==> config.mk <==
export PLATFORM = sky130hd
export DESIGN_NAME = button_reader_flat
export DESIGN_NICKNAME = d
export VERILOG_FILES = /design/src/rtl/btn_pkg.sv /design/src/rtl/button_reader_if.sv /design/src/rtl/btn_channel.sv /design/src/rtl/button_reader.sv /design/src/flat_wrapper.sv
export SDC_FILE = /design/constraint.sdc
export NUM_CORES = 1
export LEC_CHECK = 0
export CAP_MARGIN = 20
export CELL_PAD_IN_SITES_DETAIL_PLACEMENT = 1
export CELL_PAD_IN_SITES_GLOBAL_PLACEMENT = 2
export CORE_MARGIN = 2
export CORE_UTILIZATION = 36
export DETAILED_ROUTE_END_ITERATION = 16
export PLACE_DENSITY_LB_ADDON = 0.1
export SLEW_MARGIN = 20
export SYNTH_ARGS = -nofsm -noshare
export SYNTH_HDL_FRONTEND = slang
export SYNTH_HIERARCHICAL = 1
export SYNTH_SLANG_ARGS = --single-unit
==> constraint.sdc <==
create_clock -name clk -period 2.07 [get_ports clk]
set_input_delay 0.3105 -clock clk [delete_from_list [all_inputs] [get_ports clk]]
set_output_delay 0.3105 -clock clk [all_outputs]
set_load 0.03 [all_outputs]
==> src/rtl/btn_pkg.sv <==
// Shared types and default timing constants for the pushbutton reader.
// The default counts assume a 16 MHz board clock.
package btn_pkg;

    typedef enum logic [1:0] {
        IDLE         = 2'd0,
        PRESS_WAIT   = 2'd1,
        PRESSED      = 2'd2,
        RELEASE_WAIT = 2'd3
    } btn_state_t;

    // 12.5 ms debounce window and 1 s long-press threshold
    localparam int DEF_DEBOUNCE_CNT = 200000;
    localparam int DEF_LONG_CNT     = 16000000;

endpackage

==> src/rtl/button_reader_if.sv <==
// Button bundle between the board-facing reader and its consumer.
// The master drives the raw pins; the reader (slave) returns the level and event pulses.
interface button_reader_if #(
    parameter int NUM_BTN = 2
);
    logic [NUM_BTN-1:0] btn_in;
    logic [NUM_BTN-1:0] btn_level;
    logic [NUM_BTN-1:0] press_pulse;
    logic [NUM_BTN-1:0] release_pulse;
    logic [NUM_BTN-1:0] long_pulse;

    modport master (
        output btn_in,
        input  btn_level,
        input  press_pulse,
        input  release_pulse,
        input  long_pulse
    );

    modport slave (
        input  btn_in,
        output btn_level,
        output press_pulse,
        output release_pulse,
        output long_pulse
    );
endinterface

==> src/rtl/btn_channel.sv <==
// One button channel: two-flop synchronizer, debounce FSM, and hold counter.
// Input is already polarity-corrected (1 = pressed); all outputs are registered.
module btn_channel
    import btn_pkg::*;
#(
    parameter int DEBOUNCE_CNT = DEF_DEBOUNCE_CNT,
    parameter int LONG_CNT     = DEF_LONG_CNT
) (
    input  logic clk,
    input  logic rst,
    input  logic i_raw,
    output logic o_level,
    output logic o_press,
    output logic o_release,
    output logic o_long
);

    localparam int DB_W   = $clog2(DEBOUNCE_CNT);
    localparam int HOLD_W = $clog2(LONG_CNT + 1);

    localparam logic [DB_W-1:0]   DB_LAST   = DB_W'(DEBOUNCE_CNT - 1);
    localparam logic [HOLD_W-1:0] HOLD_MAX  = HOLD_W'(LONG_CNT);
    localparam logic [HOLD_W-1:0] HOLD_FIRE = HOLD_W'(LONG_CNT - 1);

    logic              r_sync1;
    logic              r_sync2;
    btn_state_t        r_state;
    btn_state_t        w_state_next;
    logic [DB_W-1:0]   r_db_cnt;
    logic [DB_W-1:0]   w_db_cnt_next;
    logic [HOLD_W-1:0] r_hold_cnt;
    logic [HOLD_W-1:0] w_hold_cnt_next;
    logic              w_level_next;
    logic              w_press_next;
    logic              w_release_next;
    logic              w_long_next;
    logic              w_s;

    assign w_s = r_sync2;

    always_ff @(posedge clk or posedge rst) begin
        if (rst) begin
            r_sync1    <= 1'b0;
            r_sync2    <= 1'b0;
            r_state    <= IDLE;
            r_db_cnt   <= '0;
            r_hold_cnt <= '0;
            o_level    <= 1'b0;
            o_press    <= 1'b0;
            o_release  <= 1'b0;
            o_long     <= 1'b0;
        end else begin
            r_sync1    <= i_raw;
            r_sync2    <= r_sync1;
            r_state    <= w_state_next;
            r_db_cnt   <= w_db_cnt_next;
            r_hold_cnt <= w_hold_cnt_next;
            o_level    <= w_level_next;
            o_press    <= w_press_next;
            o_release  <= w_release_next;
            o_long     <= w_long_next;
        end
    end

    always_comb begin
        w_state_next = r_state;
        case (r_state)
            IDLE:         if (w_s) w_state_next = PRESS_WAIT;
            PRESS_WAIT: begin
                if (!w_s)                   w_state_next = IDLE;
                else if (r_db_cnt == DB_LAST) w_state_next = PRESSED;
            end
            PRESSED:      if (!w_s) w_state_next = RELEASE_WAIT;
            RELEASE_WAIT: begin
                if (w_s)                    w_state_next = PRESSED;
                else if (r_db_cnt == DB_LAST) w_state_next = IDLE;
            end
            default:      w_state_next = IDLE;
        endcase
    end

    // Release detection wins over hold counting, so a press interrupted exactly at
    // LONG_CNT-1 fires its long pulse only if the release turns out to be a bounce.
    always_comb begin
        w_db_cnt_next   = r_db_cnt;
        w_hold_cnt_next = r_hold_cnt;
        w_level_next    = o_level;
        w_press_next    = 1'b0;
        w_release_next  = 1'b0;
        w_long_next     = 1'b0;
        case (r_state)
            IDLE: begin
                if (w_s) w_db_cnt_next = '0;
            end
            PRESS_WAIT: begin
                if (w_s) begin
                    if (r_db_cnt == DB_LAST) begin
                        w_level_next    = 1'b1;
                        w_press_next    = 1'b1;
                        w_hold_cnt_next = '0;
                    end else begin
                        w_db_cnt_next = r_db_cnt + 1'b1;
                    end
                end
            end
            PRESSED: begin
                if (!w_s) begin
                    w_db_cnt_next = '0;
                end else begin
                    if (r_hold_cnt < HOLD_MAX)   w_hold_cnt_next = r_hold_cnt + 1'b1;
                    if (r_hold_cnt == HOLD_FIRE) w_long_next     = 1'b1;
                end
            end
            RELEASE_WAIT: begin
                if (!w_s) begin
                    if (r_db_cnt == DB_LAST) begin
                        w_level_next   = 1'b0;
                        w_release_next = 1'b1;
                    end else begin
                        w_db_cnt_next = r_db_cnt + 1'b1;
                    end
                end
            end
            default: ;
        endcase
    end

endmodule

==> src/rtl/button_reader.sv <==
// Reads NUM_BTN raw pushbuttons and reports debounced level plus press/release/long events.
// Polarity is normalised here so every channel works in "1 = pressed" terms.
module button_reader
    import btn_pkg::*;
#(
    parameter int NUM_BTN      = 2,
    parameter int ACTIVE_LOW   = 1,
    parameter int DEBOUNCE_CNT = DEF_DEBOUNCE_CNT,
    parameter int LONG_CNT     = DEF_LONG_CNT
) (
    input  logic             clk,
    input  logic             rst,
    button_reader_if.slave   bus
);

    localparam logic POL = (ACTIVE_LOW != 0);

    logic [NUM_BTN-1:0] w_raw;
    logic [NUM_BTN-1:0] w_level;
    logic [NUM_BTN-1:0] w_press;
    logic [NUM_BTN-1:0] w_release;
    logic [NUM_BTN-1:0] w_long;

    assign w_raw = bus.btn_in ^ {NUM_BTN{POL}};

    generate
        for (genvar gi = 0; gi < NUM_BTN; gi++) begin : g_chan
            btn_channel #(
                .DEBOUNCE_CNT (DEBOUNCE_CNT),
                .LONG_CNT     (LONG_CNT)
            ) u_chan (
                .clk       (clk),
                .rst       (rst),
                .i_raw     (w_raw[gi]),
                .o_level   (w_level[gi]),
                .o_press   (w_press[gi]),
                .o_release (w_release[gi]),
                .o_long    (w_long[gi])
            );
        end
    endgenerate

    assign bus.btn_level     = w_level;
    assign bus.press_pulse   = w_press;
    assign bus.release_pulse = w_release;
    assign bus.long_pulse    = w_long;

endmodule

==> src/flat_wrapper.sv <==
// flat-port wrapper written by rule: the top's interface ports become plain ports
module button_reader_flat import btn_pkg::*;
#(
    parameter int NUM_BTN      = 2,
    parameter int ACTIVE_LOW   = 1,
    parameter int DEBOUNCE_CNT = DEF_DEBOUNCE_CNT,
    parameter int LONG_CNT     = DEF_LONG_CNT
)
  (clk, rst, bus_btn_in, bus_btn_level, bus_press_pulse, bus_release_pulse, bus_long_pulse);
  button_reader_if #(.NUM_BTN(NUM_BTN)) bus_i ();
  input  logic clk;
  input  logic rst;
  input wire logic [$bits(bus_i.btn_in)-1:0] bus_btn_in;
  output wire logic [$bits(bus_i.btn_level)-1:0] bus_btn_level;
  output wire logic [$bits(bus_i.press_pulse)-1:0] bus_press_pulse;
  output wire logic [$bits(bus_i.release_pulse)-1:0] bus_release_pulse;
  output wire logic [$bits(bus_i.long_pulse)-1:0] bus_long_pulse;
  assign bus_i.btn_in = bus_btn_in;
  assign bus_btn_level = bus_i.btn_level;
  assign bus_press_pulse = bus_i.press_pulse;
  assign bus_release_pulse = bus_i.release_pulse;
  assign bus_long_pulse = bus_i.long_pulse;
  button_reader #(.NUM_BTN(NUM_BTN), .ACTIVE_LOW(ACTIVE_LOW), .DEBOUNCE_CNT(DEBOUNCE_CNT), .LONG_CNT(LONG_CNT)) u_core (.clk(clk), .rst(rst), .bus(bus_i));
endmodule
==> metrics <==
switching part of the total=0.2272; dpl hpwl=10980 um; sequential power share=0.516; clock power share=0.438; crit path DAT=~2200 ps; WL final=15300 um; root buffer cell=clkbuf_16; share of the clock period used by the worst path=0.9610; antenna violations before repair=0; Clock Tree Buf Depth=2; Switching Power=just under 0.9 mW; worst min-delay path class=in -> async; GRT overflow=0; RSZ-0062 raised after global routing=true; fmax=0.5027 GHz; Startpoint Class=flop; GRT Total Usage=0.1986; synth unique cells=69; Top-Level Pins=12; Pre-antenna DRT Iters=4; average size of a mapped cell=between 9 and 10 um2; CTS sink count=100; Ys Warns=6; via count=~5000; initial DRC count=around 220; final setup fails=0; DRC=0; hold_ws=approximately 330 ps; routability cong.=around 0.83; CTS tree=yes; final net count=677; Max Cap Violations=0; WP depth=6; crit path time final=between 1500 and 2000 ps; Die X=around 130 um; pwr dens=~580 nW/um2; Comb pwr share=0.046; vias in the first global route=just over 5000; die area=16410 um2; largest net degree at the start of global routing=between 50 and 60; cell area after layout=slightly below 7000 um2; status=finished clean; Synth Net Count=approximately 600; Routed Antenna Nets=0; layout cells sized above 1=0.2006; worst r2r path cells=6; reg2reg start=u_core/g_chan[0].u_chan/r_hold_cnt[16]$_DFFE_PP0P_; Final Max Tran Viols=0; Yosys reg bits=100; endpoint type of the worst setup path=flop; post-synthesis sequential area ratio=0.4515; maximum vdd ir drop=roughly 0.00042 V; Synth Instances=between 500 and 600; Mapped Area=5543 um2; first-pass GRT wire length=25970 um; Main synth FF type=dfrtp_1; number of synthesized flops with an enable pin=0; crit path max-delay cell type=or4b_4; Ant. Diodes=0; CP max stage delay=between 500 and 600 ps; H-tree Lvls=3; worst-path fanout max=10; core area=around 15000 um2; critical path cell sequence=or4b_4, a211oi_4, o21ai_2, buf_6, and3_1, a211o_1; static leakage=2.955 nW; Post-synth ARST share=1.000; die height=between 100 and 150 um; Worst Path Required=2310 ps; Area growth, synth to finish=21.78%; Clock Skews=5.229 ps; row cnt=45; worst r2r dst=u_core/g_chan[0].u_chan/r_hold_cnt[21]$_DFFE_PP0P_; Placed Area=6326 um2; CTS Buf Count=9; port buffer count=11; Int Pwr=3.018 mW; Initial Utilization=0.3660; Slew HR=0.5763; CP bufs+invs=1; vias per cell=about 5.7; Worst-Margin Slew=around 630 ps; CP top delay family=simple AND/OR/NAND/NOR gates; DR WL/cell=approximately 18 um; Clock Pin Slew Worst Setup and Hold Paths=around 70 ps; crit path kind=reg -> reg; Worst-Skew Late Latency=approximately 360 ps; final hold violations=0; r2r setup slk=80 ps
==> worst register-to-register path: stages, from the launching register on <==
cell      delay, ps
dfrtp_1         380
or4b_4          560
a211oi_4        210
o21ai_2         130
buf_6           170
and3_1          170
a211o_1         260
==> how the worst max path moves through the flow <==
stage | end | startpoint | slack, ps
3_5_place_dp | u_core/g_chan[0].u_chan/r_hold_cnt[21]$_DFFE_PP0P_ | u_core/g_chan[0].u_chan/r_hold_cnt[16]$_DFFE_PP0P_ | -0.9
6_report | u_core/g_chan[0].u_chan/r_hold_cnt[21]$_DFFE_PP0P_ | u_core/g_chan[0].u_chan/r_hold_cnt[16]$_DFFE_PP0P_ | 80
2_1_floorplan | u_core/g_chan[0].u_chan/r_hold_cnt[8]$_DFFE_PP0P_ | u_core/g_chan[0].u_chan/r_db_cnt[0]$_DFFE_PP0P_ | 70
3_3_place_gp | u_core/g_chan[0].u_chan/r_hold_cnt[18]$_DFFE_PP0P_ | u_core/g_chan[0].u_chan/r_hold_cnt[16]$_DFFE_PP0P_ | 60
5_1_grt | u_core/g_chan[0].u_chan/r_hold_cnt[18]$_DFFE_PP0P_ | u_core/g_chan[0].u_chan/r_hold_cnt[16]$_DFFE_PP0P_ | -20
4_1_cts | u_core/g_chan[0].u_chan/r_hold_cnt[21]$_DFFE_PP0P_ | u_core/g_chan[0].u_chan/r_hold_cnt[16]$_DFFE_PP0P_ | 4
==> sequential cells by signal, summed over array words and instances, names as in the netlist, named ones only <==
name and flops:
u_core/g_chan.u_chan/r_sync2 2, u_core/g_chan.u_chan/o_level 2, u_core/g_chan.u_chan/r_hold_cnt 48, u_core/g_chan.u_chan/r_sync1 2, u_core/g_chan.u_chan/r_state 2, u_core/g_chan.u_chan/r_db_cnt 36
u_core/g_chan.u_chan/o_release 2, u_core/g_chan.u_chan/o_long 2, u_core/g_chan.u_chan/o_press 2
==> metal layers <==
layer  up-vias  part of all wire  wire, um  global-route usage
met5         -                 0         0                   0
met4         0             0.012       178             0.05365
met3        14             0.019       295             0.04341
met2        34              0.50      7716              0.3460
met1      2508              0.46      7109              0.2491
li1       2361                 -         -                   -
==> cell families (layout without fill, tap and decap cells) <==
group	after synthesis	in the layout	synth area share
xor gates and xnor gates	22	22	0.03476
muxes	9	9	0.01670
DFF	100	100	0.4515
adders and majority gates	4	4	0.009030
AOI/OAI and AO/OA	160	160	0.1939
buffers and inverters	45	125	0.04447
and+or+nand+nor	253	253	0.2497
==> cell usage after synthesis (3+ instances only) <==
| master | count | area (um2) |
|---|---|---|
| a211o_1 | 5 | 43.79 |
| nand2_1 | 52 | 195.2 |
| buf_6 | 5 | 56.30 |
| nor2b_1 | 4 | 25.02 |
| a221o_2 | 3 | 33.78 |
| clkbuf_1 | 7 | 26.28 |
| nand3_1 | 27 | 135.1 |
| and2_1 | 5 | 31.28 |
| mux2i_1 | 7 | 70.07 |
| and3_1 | 20 | 125.1 |
| buf_2 | 6 | 30.03 |
| a41oi_1 | 8 | 70.07 |
| nor4bb_1 | 5 | 50.05 |
| buf_4 | 4 | 30.03 |
| a31oi_1 | 27 | 168.9 |
| a22o_1 | 8 | 70.07 |
| nand4_1 | 27 | 168.9 |
| xnor2_1 | 10 | 87.58 |
| nor3_1 | 18 | 90.09 |
| nor4b_1 | 4 | 35.03 |
| a21oi_1 | 40 | 200.2 |
| o21a_1 | 12 | 90.09 |
| and4_1 | 5 | 43.79 |
| a21o_1 | 3 | 22.52 |
| or4_1 | 3 | 22.52 |
| xor2_1 | 12 | 105.1 |
| dfrtp_1 | 100 | 2502 |
| o31ai_1 | 3 | 22.52 |
| nor4_1 | 8 | 50.05 |
| o21ai_0 | 24 | 120.1 |
| ha_1 | 4 | 50.05 |
| nand2b_1 | 3 | 18.77 |
| inv_1 | 21 | 78.83 |
| o21ai_1 | 3 | 15.01 |
| nor2_1 | 55 | 206.5 |
==> power groups by stage <==
stage          Clock (mW)  Sequential (mW)  Combinational (mW)
2_1_floorplan           0             2.04               0.109
3_3_place_gp            0             2.05               0.176
3_5_place_dp            0             2.05               0.185
4_1_cts              1.78             2.02               0.185
5_1_grt              1.84             2.02               0.205
6_report             1.71             2.02               0.180
==> timing repair <==
item / CTS / global route
pin swaps: 0 / 5
cloned: 0 / 0
hold buffers: 0 / 0
gates resized for setup: 1 / 22
endpoints found under the setup margin: 2 / 30
setup buffers: 0 / 4
==> area by class of cell <==
cell class	instances	area, um2
clock inverter	2	35.03
tap	188	235.2
fill	1726	8396
inverter	21	78.83
clock buffer	13	250.2
timing repair buffer	89	749.5
multi-input combinational	448	2893
sequential	100	2509
==> stage by stage <==
step	util	TNS [ps]	power, mW	worst slack, ps	instances
CTS	0.4370	0	3.976	3.815	857
floorplan	-	0	2.153	69.08	593
detailed placement	0.4177	-0.8946	2.238	-0.8946	842
finish	0.4457	0	3.905	80.71	861
global route	0.4457	-41.02	4.070	-18.47	861
global placement	0.4177	0	2.227	58.92	842
==> placed cells by master, fill, tap and decap left out, types with 4 or more instances in the layout <==
master	count
nor4bb_1	5
nand3_1	25
buf_12	4
o21ai_0	24
clkdlybuf4s50_1	11
mux2i_1	7
and3_1	18
nor4_1	7
a31oi_1	26
and2_1	5
nand4_1	27
dfrtp_1	95
nor2b_1	4
buf_4	73
nor2_1	54
a41oi_1	8
inv_1	19
xor2_1	12
nor3_1	17
a211o_1	5
ha_1	4
a22o_1	8
and4_1	5
dfrtp_2	5
o21a_1	12
xnor2_1	10
nand2_1	52
clkbuf_16	9
a21oi_1	40
Note: power is estimated with default switching activity, not from simulation.
